## src/rtl/uart_pkg.sv

```systemverilog
// Shared UART definitions: FSM state encoding and default bit timing, reused by TX and RX.
// StParity is only reached when UART_TX_DRAIN_PARITY_EN is defined.
package uart_pkg;

  localparam int unsigned ClksPerBitDefault = 868;

  typedef enum logic [2:0] {
    StIdle   = 3'd0,
    StFetch  = 3'd1,
    StStart  = 3'd2,
    StData   = 3'd3,
    StParity = 3'd4,
    StStop   = 3'd5
  } tx_state_e;

endpackage

```

## src/rtl/baud_tick_gen.sv

```systemverilog
// Bit-period counter: runs 0..CLKS_PER_BIT-1 while enabled, pulses tickOut on the last count.
// clearIn restarts the count so every state starts a fresh bit period.
module baud_tick_gen
  import uart_pkg::*;
#(
  parameter int unsigned CLKS_PER_BIT = ClksPerBitDefault
) (
  input  logic clkIn,
  input  logic rstIn,
  input  logic clearIn,
  input  logic enableIn,
  output logic tickOut
);

  localparam int unsigned CntW = $clog2(CLKS_PER_BIT);

  logic [CntW-1:0] cnt_q, cnt_d;

  assign tickOut = enableIn && (cnt_q == CntW'(CLKS_PER_BIT - 1));

  always_comb begin
    cnt_d = cnt_q;
    if (clearIn) begin
      cnt_d = '0;
    end else if (enableIn) begin
      cnt_d = tickOut ? '0 : cnt_q + 1'b1;
    end
  end

  always_ff @(posedge clkIn) begin
    if (rstIn) begin
      cnt_q <= '0;
    end else begin
      cnt_q <= cnt_d;
    end
  end

endmodule

```

## src/rtl/uart_tx_drain.sv

```systemverilog
// UART transmitter that drains an upstream sync FIFO one character at a time (8N1 style).
// Define UART_TX_DRAIN_PARITY_EN to insert an even-parity bit between DATA and STOP.
module uart_tx_drain
  import uart_pkg::*;
#(
  parameter int unsigned DATA_WIDTH   = 8,
  parameter int unsigned CLKS_PER_BIT = ClksPerBitDefault
) (
  input  logic                  clkIn,
  input  logic                  rstIn,
  input  logic                  fifoEmptyIn,
  output logic                  fifoRdEnOut,
  input  logic [DATA_WIDTH-1:0] fifoDataIn,
  output logic                  txOut,
  output logic                  busyOut
);

  localparam int unsigned BitW = (DATA_WIDTH > 1) ? $clog2(DATA_WIDTH) : 1;
  localparam logic [BitW-1:0] BitLast = BitW'(DATA_WIDTH - 1);

  tx_state_e             state_q, state_d;
  logic [DATA_WIDTH-1:0] shift_q, shift_d;
  logic [BitW-1:0]       bit_q, bit_d;
  logic                  tx_q, tx_d;
  logic                  baud_en, baud_clr, baud_tick;
`ifdef UART_TX_DRAIN_PARITY_EN
  logic                  parity_q, parity_d;
`endif

  // Gated by reset so no pop can escape while the FSM is being forced to IDLE.
  assign fifoRdEnOut = (state_q == StIdle) && !fifoEmptyIn && !rstIn;
  assign busyOut     = (state_q != StIdle);
  assign txOut       = tx_q;
  assign baud_clr    = (state_d != state_q);

  baud_tick_gen #(
    .CLKS_PER_BIT(CLKS_PER_BIT)
  ) u_baud (
    .clkIn   (clkIn),
    .rstIn   (rstIn),
    .clearIn (baud_clr),
    .enableIn(baud_en),
    .tickOut (baud_tick)
  );

  // tx_d follows the current state, so the line lags the FSM by one cycle uniformly.
  always_comb begin
    state_d = state_q;
    shift_d = shift_q;
    bit_d   = bit_q;
    tx_d    = 1'b1;
    baud_en = 1'b0;
`ifdef UART_TX_DRAIN_PARITY_EN
    parity_d = parity_q;
`endif
    case (state_q)
      StIdle: begin
        if (!fifoEmptyIn) begin
          state_d = StFetch;
        end
      end
      StFetch: begin
        shift_d = fifoDataIn;
        bit_d   = '0;
`ifdef UART_TX_DRAIN_PARITY_EN
        parity_d = ^fifoDataIn;
`endif
        state_d = StStart;
      end
      StStart: begin
        tx_d    = 1'b0;
        baud_en = 1'b1;
        if (baud_tick) begin
          state_d = StData;
        end
      end
      StData: begin
        tx_d    = shift_q[0];
        baud_en = 1'b1;
        if (baud_tick) begin
          shift_d = shift_q >> 1;
          bit_d   = bit_q + 1'b1;
          if (bit_q == BitLast) begin
            bit_d = '0;
`ifdef UART_TX_DRAIN_PARITY_EN
            state_d = StParity;
`else
            state_d = StStop;
`endif
          end
        end
      end
`ifdef UART_TX_DRAIN_PARITY_EN
      StParity: begin
        tx_d    = parity_q;
        baud_en = 1'b1;
        if (baud_tick) begin
          state_d = StStop;
        end
      end
`endif
      StStop: begin
        tx_d    = 1'b1;
        baud_en = 1'b1;
        if (baud_tick) begin
          state_d = StIdle;
        end
      end
      default: begin
        state_d = StIdle;
      end
    endcase
  end

  always_ff @(posedge clkIn) begin
    if (rstIn) begin
      state_q <= StIdle;
      shift_q <= '0;
      bit_q   <= '0;
      tx_q    <= 1'b1;
`ifdef UART_TX_DRAIN_PARITY_EN
      parity_q <= 1'b0;
`endif
    end else begin
      state_q <= state_d;
      shift_q <= shift_d;
      bit_q   <= bit_d;
      tx_q    <= tx_d;
`ifdef UART_TX_DRAIN_PARITY_EN
      parity_q <= parity_d;
`endif
    end
  end

endmodule

```

## config.mk

```make
export PLATFORM = sky130hd
export DESIGN_NAME = uart_tx_drain
export DESIGN_NICKNAME = d
export VERILOG_FILES = /design/src/rtl/uart_pkg.sv /design/src/rtl/baud_tick_gen.sv /design/src/rtl/uart_tx_drain.sv
export SDC_FILE = /design/constraint.sdc
export NUM_CORES = 1
export LEC_CHECK = 0
export BUFFER_PORTS_ARGS = -buffer_cell sky130_fd_sc_hd__buf_2
export CORE_UTILIZATION = 29
export DETAILED_ROUTE_END_ITERATION = 10
export PLACE_DENSITY_LB_ADDON = 0.05
export SYNTH_ARGS = -nofsm -noshare
export SYNTH_HDL_FRONTEND = slang
export SYNTH_SLANG_ARGS = --single-unit
```

## constraint.sdc

```tcl
create_clock -name clkIn -period 2.6 [get_ports clkIn]
set_clock_uncertainty 0.2 [all_clocks]
set_input_delay 0.26 -clock clkIn [delete_from_list [all_inputs] [get_ports clkIn]]
set_output_delay 0.26 -clock clkIn [all_outputs]
set_load 0.02 [all_outputs]
```

==> results.json, run 1 <==
{
  "diodes": 0,
  "critPathLaunch": "state_q[1]$_SDFF_PP0_",
  "yosysSeqAreaShare": 0.372,
  "portBuffers": 13,
  "antenna_found_initial": 0,
  "min_path_type": "input port to flip-flop",
  "track_usage": 0.124,
  "syn_nets": 165,
  "setup-violations-final": 0,
  "synth_edf_count": 0,
  "holdBufCountCts": 0,
  "root_buffer": "clkbuf_8",
  "clk_pin_slew_ns": 0.10,
  "synth_area_sq_mm": 0.00134,
  "ctsLongestPathBuffers": 2,
  "drt_first_pass_iters": 4,
  "start_util": 0.304,
  "setup-tns-final_ns": 0,
  "fmax_ghz": 0.452,
  "synth_area_leader_cell": "dfxtp_1",
  "vias_per_cell": 5.47,
  "wl_per_cell_um": 13.6,
  "gr-total-overflow": 0,
  "run_status": "finished clean",
  "async_flop_share": 0,
  "pre_cts_ws_ns": 0.424,
  "rsz0062_at_grt": "false",
  "yosysMostFrequentCell": "dfxtp_1",
  "postSynthCellCount": 151,
  "drt-initial-drc-count": 81,
  "synth_cell_type_count": 43,
  "ir_drop_uv": 173,
  "postCtsResizedCells": 0,
  "die_h_um": 70.1,
  "finalWirelength_mm": 2.90,
  "worstMarginPinSlew_ns": 0.609,
  "synth_top_area_frac": 0.372,
  "nFillCells": 468,
  "finalWeightedCongestion": 0.781,
  "grt_pass1_wl_mm": 5.00,
  "synth_common_cells": "25 x dfxtp_1, 15 x a21oi_1, 8 x clkbuf_1, 8 x o21ai_0",
  "crit_fanout": 14,
  "cp-end-kind": "flip-flop",
  "io_pins": 14,
  "post-route-period-util": 0.850,
  "fin_crit_ns": 2.21,
  "hp-start": "fifoDataIn[7]",
  "drv_slew": 0,
  "synth_area_leaders": "dfxtp_1 37%, a21oi_1 5.6%, mux2i_1 5.2%",
  "arrival_ns": 2.15,
  "ys_ff_latch": 25,
  "antenna_left": 0,
  "cts_made_buffers": 3,
  "slew_headroom": 0.594,
  "r2r-start": "state_q[1]$_SDFF_PP0_",
  "cp-start-kind": "flip-flop",
  "dpl.hpwl_mm": 2.09,
  "cap_viol_max_count": 0,
  "cts_tree": "yes",
  "dieArea_sq_mm": 0.00491,
  "hold_violations": 0,
  "syn_to_final_growth_pct": 11.9,
  "grt_max_degree": 19,
  "syn_area_per_cell_sq_um": 8.90,
  "die_w_um": 70.1,
  "power_leakage_nw": 0.566,
  "core_sq_mm": 0.00441,
  "via_count": 1166,
  "ys_warn_count": 0,
  "fin_nets": 176,
  "critPathKind": "flip-flop to flip-flop",
  "clk_latency_ns": 0.27,
  "cts.sinks": 25,
  "cts-htree-levels": 1,
  "required_ns": 2.54,
  "fin_ws_ns": 0.390,
  "drive_gt1_frac": 0.161,
  "grt_pass1_vias": 1026,
  "ys.flop_type": "dfxtp_1",
  "power.density_mw_per_mm2": 500,
  "drc_errors": 0,
  "num_rows": 24,
  "post_cts_buffers": 0
}
==> cells in the final DEF, fill, tap and decap left out, drive strengths merged, types with 2 or more instances in the layout <==
master and n:
o2111ai 4, a311oi 7, buf 18, o21ai 8
and4 2, clkbuf 3, nor3 7, xor2 6
nand2b 2, nand3b 5, or3b 2, nand2 6
nand4 2, nor2 7, ha 3, a21oi 15
mux2i 7, or3 4, nor2b 3, dfxtp 25
nand3 5
==> layout make-up <==
class	count	area [sq um]	area share
multi-input cells	114	790	0.525
clock buffers	3	41.3	0.0275
well taps	52	65.1	0.0433
flip-flops and latches	25	500	0.333
repair buffers	18	103	0.0682
clock inverters	1	5.00	0.00333
==> registers in the layout, summed over array words and instances (netlist names) <==
register / count
txOut: 1
state_q: 3
shift_q: 8
bit_q: 3
u_baud.cnt_q: 10
==> stage by stage <==
stage | instance area, sq um | cells | utilization | hold WS, ns | total power (W)
2_1_floorplan | 1340 | 151 | - | 0.221 | 0.000490
3_3_place_gp | 1460 | 209 | 0.330 | 0.265 | 0.000522
3_5_place_dp | 1460 | 209 | 0.330 | 0.269 | 0.000522
4_1_cts | 1500 | 213 | 0.341 | 0.0590 | 0.000762
5_1_grt | 1500 | 213 | 0.341 | 0.0876 | 0.000797
6_report | 1500 | 213 | 0.341 | 0.0656 | 0.000752
==> cell families (layout without fill, tap and decap cells) <==
kind of cell | count (synthesis) | after routing | share of synthesized area
simple gates | 55 | 55 | 0.249
compound gates | 43 | 43 | 0.220
flops | 25 | 25 | 0.372
buf+inv | 12 | 22 | 0.0400
mux | 7 | 7 | 0.0521
xor+xnor | 6 | 6 | 0.0391
fa+ha+maj | 3 | 3 | 0.0279
==> layer usage <==
| metal | vias up | share of wire | global-route usage |
|---|---|---|---|
| li1 | 593 | - | - |
| met1 | 554 | 0.54 | 0.189 |
| met2 | 17 | 0.43 | 0.179 |
| met3 | 2 | 0.030 | 0.0216 |
| met4 | 0 | 0.0045 | 0.0267 |
| met5 | - | 0 | 0 |
==> power by group <==
group          internal, W  switching (W)  total (W)  leakage (nW)
logic            0.0000441      0.0000608   0.000105         0.338
registers         0.000397      0.0000113   0.000408         0.203
clock network     0.000107       0.000132   0.000239        0.0255
==> final timing paths <==
kind / cells after the start / end / slack [ns]
hold / removal: 3 / shift_q[7]$_SDFFE_PP0P_ / 0.07
setup reg to reg: 4 / u_baud.cnt_q[8]$_SDFFE_PP0P_ / 0.39
hold reg to reg: 2 / txOut$_SDFF_PP1_ / 0.28
setup / recovery: 4 / u_baud.cnt_q[8]$_SDFFE_PP0P_ / 0.39
==> critical path, cell delays in order, from the launching register on <==
cell	delay [ns]
dfxtp_1	0.64
and3b_1	0.34
or2_2	0.34
a21boi_0	0.46
nor3_1	0.10
Power figures use the tool's default switching activity.
==> run 2, diff against run 1 <==
--- a/config.mk
+++ b/config.mk
@@ -5,10 +5,13 @@
 export SDC_FILE = /design/constraint.sdc
 export NUM_CORES = 1
 export LEC_CHECK = 0
+export ABC_AREA = 1
 export BUFFER_PORTS_ARGS = -buffer_cell sky130_fd_sc_hd__buf_2
+export CORE_MARGIN = 2
 export CORE_UTILIZATION = 29
 export DETAILED_ROUTE_END_ITERATION = 10
 export PLACE_DENSITY_LB_ADDON = 0.05
+export SKIP_LAST_GASP = 1
 export SYNTH_ARGS = -nofsm -noshare
 export SYNTH_HDL_FRONTEND = slang
 export SYNTH_SLANG_ARGS = --single-unit
==> run 2 against run 1 <==
Non-clock buffer count decreased by 4. Largest power group unchanged. Die area rose by 13%. Wire length is 20% higher. Largest cell class unchanged. Sequential share of layout area fell by 2.6 points. Via count up 19%.
==> results.json, run 2 <==
{
  "final_cell_mix": "60 x nand2_1, 40 x nor2_1, 29 x inv_1",
  "synth_area_sq_mm": 0.00145,
  "fin_nets": 255,
  "ys.flop_type": "dfxtp_1",
  "via_count": 1384,
  "synth_top_area_frac": 0.346,
  "largest_register_ffs": 10,
  "pwr-share-comb": 0.154,
  "synthMuxAreaShare": 0,
  "grt_max_degree": 16,
  "ctsLongestPathBuffers": 2,
  "cts_tree": "yes",
  "cts.sinks": 25,
  "start_util": 0.304,
  "root_buffer": "clkbuf_8",
  "yosysSeqAreaShare": 0.346,
  "regMostFlops": "u_baud.cnt_q",
  "critPathKind": "flip-flop to flip-flop",
  "antenna_found_initial": 0,
  "drc_errors": 0,
  "synth_area_leader_cell": "dfxtp_1",
  "async_flop_share": 0,
  "hold_violations": 0,
  "switchingPower_w": 0.000234,
  "ys_ff_latch": 25,
  "cp-end-kind": "flip-flop",
  "p_int_w": 0.000555,
  "min_path_type": "input port to flip-flop",
  "holdBufCountCts": 1,
  "clkPwrFrac": 0.316,
  "top_regs": "u_baud.cnt_q x10, shift_q x8",
  "cap_viol_max_count": 0,
  "arrival_ns": 2.02,
  "dieArea_sq_mm": 0.00556,
  "drt-initial-drc-count": 77,
  "syn_area_per_cell_sq_um": 6.42,
  "drive_gt1_frac": 0.138,
  "power_leakage_nw": 0.744,
  "dpl.hpwl_mm": 2.62,
  "synthXorXnorAreaFrac": 0.0121,
  "worstMarginPinSlew_ns": 0.341,
  "syn_to_final_growth_pct": 12.7,
  "drt_first_pass_iters": 4,
  "holdPathStages": 3,
  "drv_slew": 0,
  "synth_common_cells": "60 x nand2_1, 40 x nor2_1, 29 x inv_1",
  "io_pins": 14,
  "clk_pin_slew_ns": 0.10,
  "grt_pass1_wl_mm": 5.72,
  "num_rows": 25,
  "fin_ws_ns": 0.561,
  "p_sw_frac": 0.297,
  "synth_area_leaders": "dfxtp_1 35%, nand2_1 16%, nor2_1 10%",
  "setup-violations-final": 0,
  "postCtsResizedCells": 0,
  "pre_cts_ws_ns": 0.574,
  "post-route-period-util": 0.784,
  "cts_made_buffers": 3,
  "rsz0062_at_grt": "false",
  "core_sq_mm": 0.00475,
  "track_usage": 0.135,
  "finalWirelength_mm": 3.46,
  "ir_drop_uv": 236,
  "die_h_um": 74.6,
  "syn_nets": 239,
  "setup-tns-final_ns": 0,
  "grt_pass1_vias": 1265,
  "finalWeightedCongestion": 0.786,
  "diodes": 0,
  "antenna_left": 0,
  "synth_top_family_by_area": "simple AND/OR/NAND/NOR gates",
  "yosysMostFrequentCell": "nand2_1",
  "slew_headroom": 0.773,
  "vias_per_cell": 4.51,
  "p_seq_frac": 0.530,
  "synth_edf_count": 0,
  "power.density_mw_per_mm2": 484,
  "post_cts_buffers": 0,
  "gr-total-overflow": 0,
  "run_status": "finished clean",
  "synth_cell_type_count": 26,
  "r2r_cells": 10,
  "layout_commonest_cell": "nand2_1",
  "clk_latency_ns": 0.28,
  "wl_per_cell_um": 11.3,
  "crit_fanout": 12,
  "fin_util": 0.343,
  "fin_crit_ns": 2.04,
  "portBuffers": 13,
  "die_w_um": 74.6,
  "ys_warn_count": 0,
  "postSynthCellCount": 225,
  "required_ns": 2.58,
  "synth_fa_ha_area_frac": 0.0260,
  "yosys.area_share.simple": 0.435,
  "synth-compound-area-share": 0.0779,
  "fmax_ghz": 0.490,
  "cts-htree-levels": 1,
  "cp-start-kind": "flip-flop"
}
## run 2: changes by cell type after synthesis, sizes merged, moves of 4 or more
cell | before | now
xor2 | 6 | 2
a311oi | 7 | 0
mux2i | 7 | 0
or3 | 4 | 0
clkbuf | 8 | 0
nand3 | 5 | 16
o21ai | 8 | 12
a21oi | 15 | 6
nor2 | 7 | 44
nand2 | 6 | 64
o2111ai | 4 | 0
inv | 0 | 33
## run 2: worst paths after layout
check / startpoint / end / slack (ns)
max: u_baud.cnt_q[0]$_SDFFE_PP0P_ / bit_q[2]$_SDFFE_PP0P_ / 0.56
min: fifoDataIn[7] / shift_q[7]$_SDFFE_PP0P_ / 0.02
max reg2reg: u_baud.cnt_q[0]$_SDFFE_PP0P_ / bit_q[2]$_SDFFE_PP0P_ / 0.56
min reg2reg: shift_q[7]$_SDFFE_PP0P_ / shift_q[7]$_SDFFE_PP0P_ / 0.27
## run 2: critical path, stage by stage, from the launching register on
cell and delay [ns]:
dfxtp_1 0.47, ha_1 0.24, nand2_1 0.10, nor2_4 0.14, nand3_2 0.14, inv_2 0.09, nand2_1 0.06, nand2_2 0.19
inv_2 0.14, a21oi_1 0.13, nor2_1 0.04
## run 2: area by class of cell
| cell class | instances | area, sq um |
|---|---|---|
| clock buffer | 3 | 41.3 |
| clock inverter | 1 | 7.51 |
| fill | 546 | 3130 |
| inverter | 33 | 124 |
| multi-input combinational | 164 | 797 |
| sequential | 25 | 500 |
| tap | 67 | 83.8 |
| timing repair buffer | 14 | 75.1 |
## run 2: power groups by stage
stage / Combinational [W] / Clock, W / Sequential [W]
floorplan: 0.0000917 / 0 / 0.000424
CTS: 0.000124 / 0.000260 / 0.000419
global placement: 0.000124 / 0 / 0.000428
global route: 0.000141 / 0.000277 / 0.000421
detailed placement: 0.000123 / 0 / 0.000427
finish: 0.000121 / 0.000249 / 0.000419
## run 2: kinds of logic (layout without fill, tap and decap cells)
logic type,after synthesis,count (layout)
buffers and inverters,36,51
adder cells (fa/ha/maj),3,3
AO/OA/AOI/OAI,21,21
AND/OR/NAND/NOR,138,138
XOR/XNOR,2,2
flip-flops,25,25
## run 2: through the flow
step                      hold slack [ns]  power, W  instance area [sq um]  std cells
after floorplan                     0.129  0.000516                   1450        225
final                              0.0187  0.000789                   1630        307
after global routing               0.0298  0.000839                   1630        307
after global placement              0.266  0.000552                   1570        302
after detailed placement            0.257  0.000550                   1570        302
after CTS                          0.0151  0.000803                   1630        307
## run 2: metal layers
| metal | vias up | global-route usage | wire (um) | share of wire |
|---|---|---|---|---|
| li1 | 737 | - | - | - |
| met1 | 618 | 0.174 | 1740 | 0.50 |
| met2 | 25 | 0.229 | 1570 | 0.45 |
| met3 | 4 | 0.0298 | 113 | 0.033 |
| met4 | 0 | 0.0357 | 39 | 0.011 |
| met5 | - | 0 | 0 | 0 |
==> run 3, diff against run 2 <==
==> constraint.sdc (replaced) <==
create_clock -name clkIn -period 1.63 [get_ports clkIn]
set_clock_uncertainty 0.2 [all_clocks]
set_input_delay 0.163 -clock clkIn [delete_from_list [all_inputs] [get_ports clkIn]]
set_output_delay 0.163 -clock clkIn [all_outputs]
set_load 0.02 [all_outputs]
==> run 3 against run 2 <==
The flow now finishes with violations (hold timing). Wire length up 11%. Register-to-register slack got worse by 0.54 ns. Global-route usage up 1.9 points. Highest routed layer unchanged. First-iteration DRC count is 19% lower. Count of clock-buffer cells in the layout is 1 higher. Largest power group unchanged.
==> results.json, run 3 (synthesized netlist as in run 2, its figures left out) <==
{
  "violations": "hold timing",
  "run_status": "complete, but fails checks",
  "required_ns": 1.27,
  "layout_commonest_cell": "nand2_1",
  "stdcell_area_sq_mm": 0.00203,
  "fin_crit_ns": 1.62,
  "via_count": 1480,
  "place_area_sq_mm": 0.00178,
  "clk_pin_slew_ns": 0.09,
  "grt_pass1_vias": 1454,
  "final_cell_mix": "52 x nand2_1, 37 x nor2_1, 31 x buf_4",
  "antenna_left": 0,
  "total_power_w": 0.00131,
  "setup-tns-final_ns": 0,
  "drt_first_pass_iters": 4,
  "largest_register_ffs": 10,
  "grt_max_degree": 14,
  "top_regs": "u_baud.cnt_q x10, shift_q x8",
  "rsz0062_at_grt": "true",
  "syn_to_final_growth_pct": 40.2,
  "fmax_ghz": 0.618,
  "dieArea_sq_mm": 0.00556,
  "fin_nets": 290,
  "path_cells": "nor2_4 > nand3b_1 > buf_4 > nor2_2 > buf_4",
  "whs_ns": -0.00417,
  "finalWirelength_mm": 3.85,
  "crit_slowest_cell": "dfxtp_4",
  "setup-violations-final": 0,
  "power.density_mw_per_mm2": 648,
  "ctsLongestPathBuffers": 2,
  "portBuffers": 13,
  "num_rows": 25,
  "regMostFlops": "u_baud.cnt_q",
  "clk_latency_ns": 0.27,
  "io_pins": 14,
  "min_path_type": "input port to flip-flop",
  "post-route-period-util": 0.993,
  "cp-start-kind": "flip-flop",
  "arrival_ns": 1.25,
  "cts.sinks": 25,
  "hold_violations": 1,
  "core_sq_mm": 0.00475,
  "critPathKind": "flip-flop to primary output",
  "ir_drop_uv": 323,
  "cp-end-kind": "primary output",
  "cts-htree-levels": 1,
  "crit_top_cell": "buf_4",
  "drt-initial-drc-count": 62,
  "drv_slew": 0,
  "drive_gt1_frac": 0.345,
  "grt_pass1_wl_mm": 6.58,
  "gr-total-overflow": 0,
  "drc_errors": 0,
  "cap_viol_max_count": 0,
  "cts_made_buffers": 3,
  "track_usage": 0.154,
  "worstMarginPinSlew_ns": 0.396,
  "power_leakage_nw": 0.957,
  "crit_fanout": 4,
  "dpl.hpwl_mm": 2.83,
  "antenna_found_initial": 0,
  "cp_top_family": "flip-flops",
  "diodes": 0,
  "vias_per_cell": 4.33,
  "finalWeightedCongestion": 0.806,
  "slew_headroom": 0.736,
  "start_util": 0.304,
  "root_buffer": "clkbuf_8",
  "max_stage_delay_ns": 0.37,
  "cp.buffers_inverters": 2,
  "cts_tree": "yes",
  "die_w_um": 74.6,
  "die_h_um": 74.6,
  "wl_per_cell_um": 11.3
}
run 3: cell types whose count changed in the layout (fill, tap and decap cells not counted), sizes merged:
| cell | previous run | this run |
|---|---|---|
| buf | 13 | 46 |
| clkbuf | 3 | 4 |
| clkinvlp | 1 | 0 |
| dlygate4sd3 | 1 | 2 |
| nand2 | 64 | 65 |
run 3: area by class of cell:
cell class	count	area, sq um
clock buffers	4	45.0
repair buffers	48	347
multi-input cells	165	908
well taps	67	83.8
flip-flops and latches	25	513
inverters	33	129
fillers	525	2730
run 3: worst min-delay path, stage by stage:
cell and delay, ns:
buf_2 0.07, nand2_1 0.04, nand2_1 0.05, nor2_1 0.04, nor2_1 0.07
run 3: final timing paths:
path	from	to	slack [ns]	depth (start not counted)
worst max-delay path	state_q[2]$_SDFF_PP0_	fifoRdEnOut	0.01	5
worst min-delay path	fifoDataIn[2]	shift_q[2]$_SDFFE_PP0P_	-0.004	5
worst max register to register	bit_q[0]$_SDFFE_PP0P_	u_baud.cnt_q[1]$_SDFFE_PP0P_	0.02	9
worst min register to register	shift_q[7]$_SDFFE_PP0P_	shift_q[7]$_SDFFE_PP0P_	0.27	2
run 3: repair_timing:
item / CTS / global route
hold buffers: 2 / 0
setup endpoints to repair: 19 / 24
buffers inserted: 2 / 3
endpoints found under the hold margin: 2 / 0
pin swaps: 12 / 11
gates resized for setup: 28 / 21
cloned: 1 / 0
run 3: layer usage:
metal | global-route usage | routed length (um)
met3 | 0.0163 | 91
met1 | 0.200 | 1800
met4 | 0.0456 | 52
met2 | 0.268 | 1900
met5 | 0 | 0
run 3: stage by stage:
stage,setup WS [ns],util,cells
2_1_floorplan,0.00702,-,225
3_3_place_gp,-0.0939,0.375,330
3_5_place_dp,-0.0945,0.375,330
4_1_cts,-0.0123,0.408,339
5_1_grt,-0.0837,0.426,342
6_report,0.0122,0.426,342
run 3: power breakdown:
part | internal [W] | switching, W | leakage [nW]
Clock | 0.000175 | 0.000192 | 0.0228
Sequential | 0.000644 | 0.0000241 | 0.207
Combinational | 0.000118 | 0.000159 | 0.727
Total | 0.000937 | 0.000375 | 0.957
